`src/rtl/cpu_design_params.sv`:
```
// Core-wide sizing constants and shared rename types.
// Free-list geometry lives here so rename, retire and the allocator agree on widths.
package cpu_design_params;

    localparam int NUM_P_REGS    = 48;
    localparam int NUM_A_REGS    = 32;
    localparam int PRN_WIDTH     = $clog2(NUM_P_REGS);
    localparam int MAX_FREE_REGS = 16;
    localparam int F_LIST_WDTH   = $clog2(MAX_FREE_REGS);

    typedef logic [PRN_WIDTH-1:0] prn_t;

    // Wrap bit on top of the list index, so full and empty are distinguishable.
    typedef logic [F_LIST_WDTH:0] fl_ptr_t;

endpackage

```
`src/rtl/phys_reg_allocator_pkg.sv`:
```
// Free-list helpers shared by the allocator and its interface.
// Pointer arithmetic is kept here so the wrap-bit behaviour is defined in exactly one place.
package phys_reg_allocator_pkg;

    import cpu_design_params::*;

    typedef logic [F_LIST_WDTH:0] fl_cnt_t;

    localparam fl_cnt_t FULL_COUNT = fl_cnt_t'(MAX_FREE_REGS);

    function automatic logic [F_LIST_WDTH-1:0] ptr_idx(input fl_ptr_t p);
        return p[F_LIST_WDTH-1:0];
    endfunction

    // Carry out of the index field lands in the wrap bit.
    function automatic fl_ptr_t ptr_inc(input fl_ptr_t p, input logic en);
        return p + fl_ptr_t'(en);
    endfunction

endpackage

```
`src/rtl/phys_reg_allocator_if.sv`:
```
// Rename/retire side bundle of the physical register free list.
// err is present only when PHYS_ALLOC_CHECK_EN is defined.
interface phys_reg_allocator_if;

    import cpu_design_params::*;

    logic                 alloc_req;
    logic                 alloc_gnt;
    prn_t                 alloc_prn;
    logic                 commit_valid;
    logic                 free_valid;
    prn_t                 free_prn;
    logic                 flush;
    logic [F_LIST_WDTH:0] free_count;
    logic                 empty;
`ifdef PHYS_ALLOC_CHECK_EN
    logic                 err;
`endif

`ifdef PHYS_ALLOC_CHECK_EN
    modport master (
        output alloc_req, commit_valid, free_valid, free_prn, flush,
        input  alloc_gnt, alloc_prn, free_count, empty, err
    );

    modport slave (
        input  alloc_req, commit_valid, free_valid, free_prn, flush,
        output alloc_gnt, alloc_prn, free_count, empty, err
    );
`else
    modport master (
        output alloc_req, commit_valid, free_valid, free_prn, flush,
        input  alloc_gnt, alloc_prn, free_count, empty
    );

    modport slave (
        input  alloc_req, commit_valid, free_valid, free_prn, flush,
        output alloc_gnt, alloc_prn, free_count, empty
    );
`endif

endinterface

```
`src/rtl/phys_reg_allocator.sv`:
```
// Physical register free list: circular list of spare PRNs with speculative head, committed head and tail.
// Latency: alloc_gnt/alloc_prn combinational from alloc_req; free_count/empty registered, updated at the next edge.
// Backpressure: alloc_gnt drops while the registered count is zero or flush is high; macro PHYS_ALLOC_CHECK_EN adds sticky err.
module phys_reg_allocator #(
    parameter int NUM_P_REGS = cpu_design_params::NUM_P_REGS,
    parameter int NUM_A_REGS = cpu_design_params::NUM_A_REGS
) (
    input  logic                 clk,
    input  logic                 rst_n,
    phys_reg_allocator_if.slave  bus
);

    import cpu_design_params::prn_t;
    import cpu_design_params::fl_ptr_t;
    import cpu_design_params::MAX_FREE_REGS;
    import phys_reg_allocator_pkg::*;

    // Spare registers beyond the identity-mapped architectural set seed the list.
    localparam int NUM_SPARE = NUM_P_REGS - NUM_A_REGS;

    prn_t    list_q [MAX_FREE_REGS];
    fl_ptr_t spec_head_q;
    fl_ptr_t commit_head_q;
    fl_ptr_t tail_q;
    fl_cnt_t count_q;

    logic    empty;
    logic    alloc_gnt;
    logic    free_ovf;
    logic    commit_ovf;
    logic    do_free;
    logic    do_commit;
    fl_ptr_t spec_head_d;
    fl_ptr_t commit_head_d;
    fl_ptr_t tail_d;
    fl_cnt_t count_d;

    always_comb begin
        empty      = (count_q == '0);
        // Grant decision uses only the registered count; a same-cycle free is not bypassed.
        alloc_gnt  = rst_n && bus.alloc_req && !empty && !bus.flush;

        free_ovf   = bus.free_valid   && (count_q == FULL_COUNT);
        commit_ovf = bus.commit_valid && (commit_head_q == spec_head_q);
        do_free    = bus.free_valid   && !free_ovf;
        do_commit  = bus.commit_valid && !commit_ovf;

        commit_head_d = ptr_inc(commit_head_q, do_commit);
        tail_d        = ptr_inc(tail_q, do_free);
        // A flush rewinds speculation to the committed point, including a commit retiring this cycle.
        spec_head_d   = bus.flush ? commit_head_d : ptr_inc(spec_head_q, alloc_gnt);
        count_d       = fl_cnt_t'(tail_d - spec_head_d);
    end

    always_ff @(posedge clk) begin
        if (!rst_n) begin
            for (int i = 0; i < MAX_FREE_REGS; i++) begin
                list_q[i] <= prn_t'(NUM_A_REGS + i);
            end
            spec_head_q   <= '0;
            commit_head_q <= '0;
            tail_q        <= fl_ptr_t'(NUM_SPARE);
            count_q       <= fl_cnt_t'(NUM_SPARE);
        end else begin
            if (do_free) begin
                list_q[ptr_idx(tail_q)] <= bus.free_prn;
            end
            spec_head_q   <= spec_head_d;
            commit_head_q <= commit_head_d;
            tail_q        <= tail_d;
            count_q       <= count_d;
        end
    end

    assign bus.alloc_gnt  = alloc_gnt;
    assign bus.alloc_prn  = list_q[ptr_idx(spec_head_q)];
    assign bus.free_count = count_q;
    assign bus.empty      = empty;

`ifdef PHYS_ALLOC_CHECK_EN
    logic err_q;

    always_ff @(posedge clk) begin
        if (!rst_n) begin
            err_q <= 1'b0;
        end else if (free_ovf || commit_ovf || (bus.alloc_req && empty && !bus.flush)) begin
            err_q <= 1'b1;
        end
    end

    assign bus.err = err_q;
`endif

endmodule

```
`src/flat_wrapper.sv`:
```
// flat-port wrapper written by rule: the top's interface ports become plain ports
module phys_reg_allocator_flat import cpu_design_params::prn_t; import cpu_design_params::fl_ptr_t; import cpu_design_params::MAX_FREE_REGS; import phys_reg_allocator_pkg::*;
#(
    parameter int NUM_P_REGS = cpu_design_params::NUM_P_REGS,
    parameter int NUM_A_REGS = cpu_design_params::NUM_A_REGS
)
  (clk, rst_n, bus_alloc_req, bus_commit_valid, bus_free_valid, bus_free_prn, bus_flush, bus_alloc_gnt, bus_alloc_prn, bus_free_count, bus_empty);
  phys_reg_allocator_if bus_i ();
  input  logic clk;
  input  logic rst_n;
  input wire logic [$bits(bus_i.alloc_req)-1:0] bus_alloc_req;
  input wire logic [$bits(bus_i.commit_valid)-1:0] bus_commit_valid;
  input wire logic [$bits(bus_i.free_valid)-1:0] bus_free_valid;
  input wire logic [$bits(bus_i.free_prn)-1:0] bus_free_prn;
  input wire logic [$bits(bus_i.flush)-1:0] bus_flush;
  output wire logic [$bits(bus_i.alloc_gnt)-1:0] bus_alloc_gnt;
  output wire logic [$bits(bus_i.alloc_prn)-1:0] bus_alloc_prn;
  output wire logic [$bits(bus_i.free_count)-1:0] bus_free_count;
  output wire logic [$bits(bus_i.empty)-1:0] bus_empty;
  assign bus_i.alloc_req = bus_alloc_req;
  assign bus_i.commit_valid = bus_commit_valid;
  assign bus_i.free_valid = bus_free_valid;
  assign bus_i.free_prn = bus_free_prn;
  assign bus_i.flush = bus_flush;
  assign bus_alloc_gnt = bus_i.alloc_gnt;
  assign bus_alloc_prn = bus_i.alloc_prn;
  assign bus_free_count = bus_i.free_count;
  assign bus_empty = bus_i.empty;
  phys_reg_allocator #(.NUM_P_REGS(NUM_P_REGS), .NUM_A_REGS(NUM_A_REGS)) u_core (.clk(clk), .rst_n(rst_n), .bus(bus_i));
endmodule
```
`config.mk`:
```
export PLATFORM = sky130hd
export DESIGN_NAME = phys_reg_allocator_flat
export DESIGN_NICKNAME = d
export VERILOG_FILES = /design/src/rtl/cpu_design_params.sv /design/src/rtl/phys_reg_allocator_pkg.sv /design/src/rtl/phys_reg_allocator_if.sv /design/src/rtl/phys_reg_allocator.sv /design/src/flat_wrapper.sv
export SDC_FILE = /design/constraint.sdc
export NUM_CORES = 1
export LEC_CHECK = 0
export BUFFER_PORTS_ARGS = -buffer_cell sky130_fd_sc_hd__clkbuf_2
export CORE_MARGIN = 5
export CORE_UTILIZATION = 45
export CTS_CLUSTER_SIZE = 40
export DETAILED_ROUTE_END_ITERATION = 6
export GPL_TIMING_DRIVEN = 0
export PLACE_DENSITY_LB_ADDON = 0.12
export SETUP_SLACK_MARGIN = 0.3
export SYNTH_ARGS = -nofsm -noshare
export SYNTH_HDL_FRONTEND = slang
export SYNTH_SLANG_ARGS = --single-unit
```
`constraint.sdc`:
```
create_clock -name clk -period 3 [get_ports clk]
set_clock_uncertainty 0.2 [all_clocks]
set_input_delay 0.3 -clock clk [delete_from_list [all_inputs] [get_ports clk]]
set_output_delay 0.3 -clock clk [all_outputs]
set_load 0.02 [all_outputs]
```
==> results.ini <==
[timing]
max_freq_mhz = 313
grt_setup_unrepaired = yes
post-route-period-util = 1.07
finalSetupViolations = 1
tightest_slew_ps = 1020
setup_ws_ps = -197
slew_headroom = 0.311
fin_crit_ps = 3200
drv_slew = 0
hold_viol = 0

[synthesis]
ys_seq_area_frac = 0.587
yosysWarnings = 0
synthTopCellsByArea = edfxtp_1, dfxtp_1, mux4_1
netlist_instances = 451
yosysTopAreaCell = edfxtp_1
yosys-top-cells-count = edfxtp_1, nor2_1, nand2_1, nand3_1, dfxtp_1
ys.flop_type = edfxtp_1
synth_area_sq_um = 5600
synth.most_common_cell = edfxtp_1
synthArstFlopShare = 0
syn_avg_cell_area_sq_um = 12.4
postSynthRegisterBits = 116
synth_enable_flop_cells = 96
syn_nets = 474
synth_top_cell_area_share = 0.515
yosysUniqueCellTypes = 45

[routing]
drtAntennaViolNets = 0
wire_per_inst_microns = 22.0
drc_errors = 0
drt_iter0_markers = 353
vias = 3888
vias_per_cell = 5.61
first_pass_iters = 5
routed_wl_microns = 15300

[run]
drv_cap = 0

[cells_and_area]
diodes = 0
final_layout_size_suffix_gt1_frac = 0.288
syn_to_final_growth_pct = 24.2
finish.utilization = 0.574
final_cell_area_sq_um = 6950
num-fill-cells = 1051
nNetsFinal = 538

[place]
dpl_cell_area_sq_um = 6010
port_buffers = 22
place_ws_ps = -484
place_hpwl_microns = 10500
gp_congestion = 0.859

[power_and_ir_drop]
power_mw = 5.20
p_leak_nw = 2.27
ir_drop_uv = 377
p_sw_frac = 0.308
power.switching_mw = 1.60
clockPowerShare = 0.339
power_frac_seq = 0.369
p_int_mw = 3.60
power_density_nw_per_um2 = 748
comb_power_share = 0.292

[worst_setup_path]
critPathRequiredTime_ps = 3090
worstPathCellList = buf_8 > buf_12 > xor2_1 > o31a_1 > ha_2 > ha_4 > xor2_4 > a21oi_4 > ha_4 > nor2b_4 > o21a_1 > or3_4 > a211oi_2 > a31oi_1
worst_path_max_delay_cell = or3_4
cp_common_cell = ha_4
worst_ep_arrival_time_ps = 3290
startpoint_type = register
crit_path_end_kind = register
worst_path_largest_cell_delay_ps = 390
crit_path_max_fanout = 2
critPathKind = reg2reg

[clock_tree]
numCtsBuffers = 17
cts_tree = yes
cts_max_level = 4
path_clk_slew_ps = 50
clock-sinks = 116
clock_path_buffers = 2
worstSkewPairLatency_ps = 420
root_buffer = clkbuf_16

[grt]
grt_usage = 0.218
grt_max_degree = 17
grt_overflow = 0
antenna_found_initial = 0
grt_pass1_vias = 3943
grt_pass1_wl_microns = 23000

[status]
status = finished, violations left
violations = setup timing

[min_path]
min_path_type = in2reg

[floorplan]
die_w_microns = 122
start_util = 0.462
fp-row-count = 40
core_sq_um = 12100
dieHeight_microns = 122
die_area_sq_um = 14800
ioPinCount = 25

-- path summary, 6_finish.rpt --
check                        start                        to  slack, ps  cells past startpoint
min reg2reg       u_core.tail_q[4]          u_core.tail_q[4]        320                      2
min                          rst_n     u_core.spec_head_q[4]         50                      2
max          u_core.spec_head_q[0]  u_core.bus.free_count[4]       -200                     14
max reg2reg  u_core.spec_head_q[0]  u_core.bus.free_count[4]       -200                     14
-- placed cells by master (no fill, tap or decap), types with 6 or more instances in the layout --
| cell | instances |
|---|---|
| a22oi_2 | 11 |
| and2_1 | 10 |
| buf_2 | 6 |
| buf_4 | 24 |
| buf_6 | 9 |
| clkbuf_1 | 10 |
| clkbuf_16 | 17 |
| clkbuf_2 | 17 |
| dfxtp_1 | 14 |
| edfxtp_1 | 96 |
| mux4_1 | 8 |
| mux4_2 | 16 |
| nand2_1 | 49 |
| nand2b_1 | 7 |
| nand3_1 | 32 |
| nor2_1 | 63 |
| nor2b_1 | 10 |
| nor3_1 | 10 |
| o21ai_1 | 13 |
| xor2_1 | 8 |
-- metrics by stage --
step	hold slack (ps)	std cells	TNS, ps
CTS	28.0	680	-269
floorplan	261	451	-114
finish	52.9	693	-197
detailed placement	285	641	-484
global route	43.5	693	-285
global placement	281	641	-447
-- power by group through the flow --
stage | registers [mW] | logic (mW) | clock network (mW)
after global placement | 1.94 | 1.20 | 0
after floorplan | 1.97 | 0.790 | 0
final | 1.92 | 1.52 | 1.76
after detailed placement | 1.95 | 1.20 | 0
after CTS | 1.92 | 1.32 | 1.77
after global routing | 1.93 | 1.62 | 1.84
-- layer usage --
| layer | track usage | share of wire | vias up |
|---|---|---|---|
| li1 | - | - | 1784 |
| met1 | 0.308 | 0.46 | 1937 |
| met2 | 0.330 | 0.46 | 139 |
| met3 | 0.0415 | 0.057 | 28 |
| met4 | 0.0966 | 0.024 | 0 |
| met5 | 0 | 0 | - |
-- critical path, delay by kind of cell, from the launching register on --
family | cells | cell delay [ps]
fa+ha+maj | 3 | 600
compound gates | 5 | 850
buf+inv | 2 | 260
xor+xnor | 2 | 310
simple gates | 2 | 520
flops | 1 | 330
-- logic make-up (layout without fill, tap and decap cells) --
group,count (synthesis),after routing,synth area share
AO/OA/AOI/OAI,38,38,0.0425
XOR/XNOR,16,16,0.0250
multiplexers,26,26,0.110
buffers and inverters,38,112,0.0355
flip-flops,116,116,0.587
adder cells (fa/ha/maj),11,11,0.0259
AND/OR/NAND/NOR,206,206,0.175
-- layout make-up --
class | instances | area, sq um | share of cell area
flip-flops and latches | 116 | 3290 | 0.474
well taps | 168 | 210 | 0.0302
multi-input cells | 297 | 2330 | 0.335
inverters | 7 | 28.8 | 0.00414
plain buffers | 31 | 235 | 0.0338
repair buffers | 45 | 350 | 0.0504
clock inverters | 10 | 68.8 | 0.00990
clock buffers | 19 | 433 | 0.0623
-- sequential cells by signal (all words and copies together), names as in the netlist --
signal	count
u_core.list_q	96
u_core.bus.free_count	5
u_core.tail_q	5
u_core.spec_head_q	5
u_core.commit_head_q	5
-- timing repair --
action	CTS	global route
hold buffers	0	0
buffers inserted	10	13
setup endpoints to repair	21	63
resized for setup	27	59
pin swaps	9	30
Note: power is estimated with default switching activity, not from simulation.
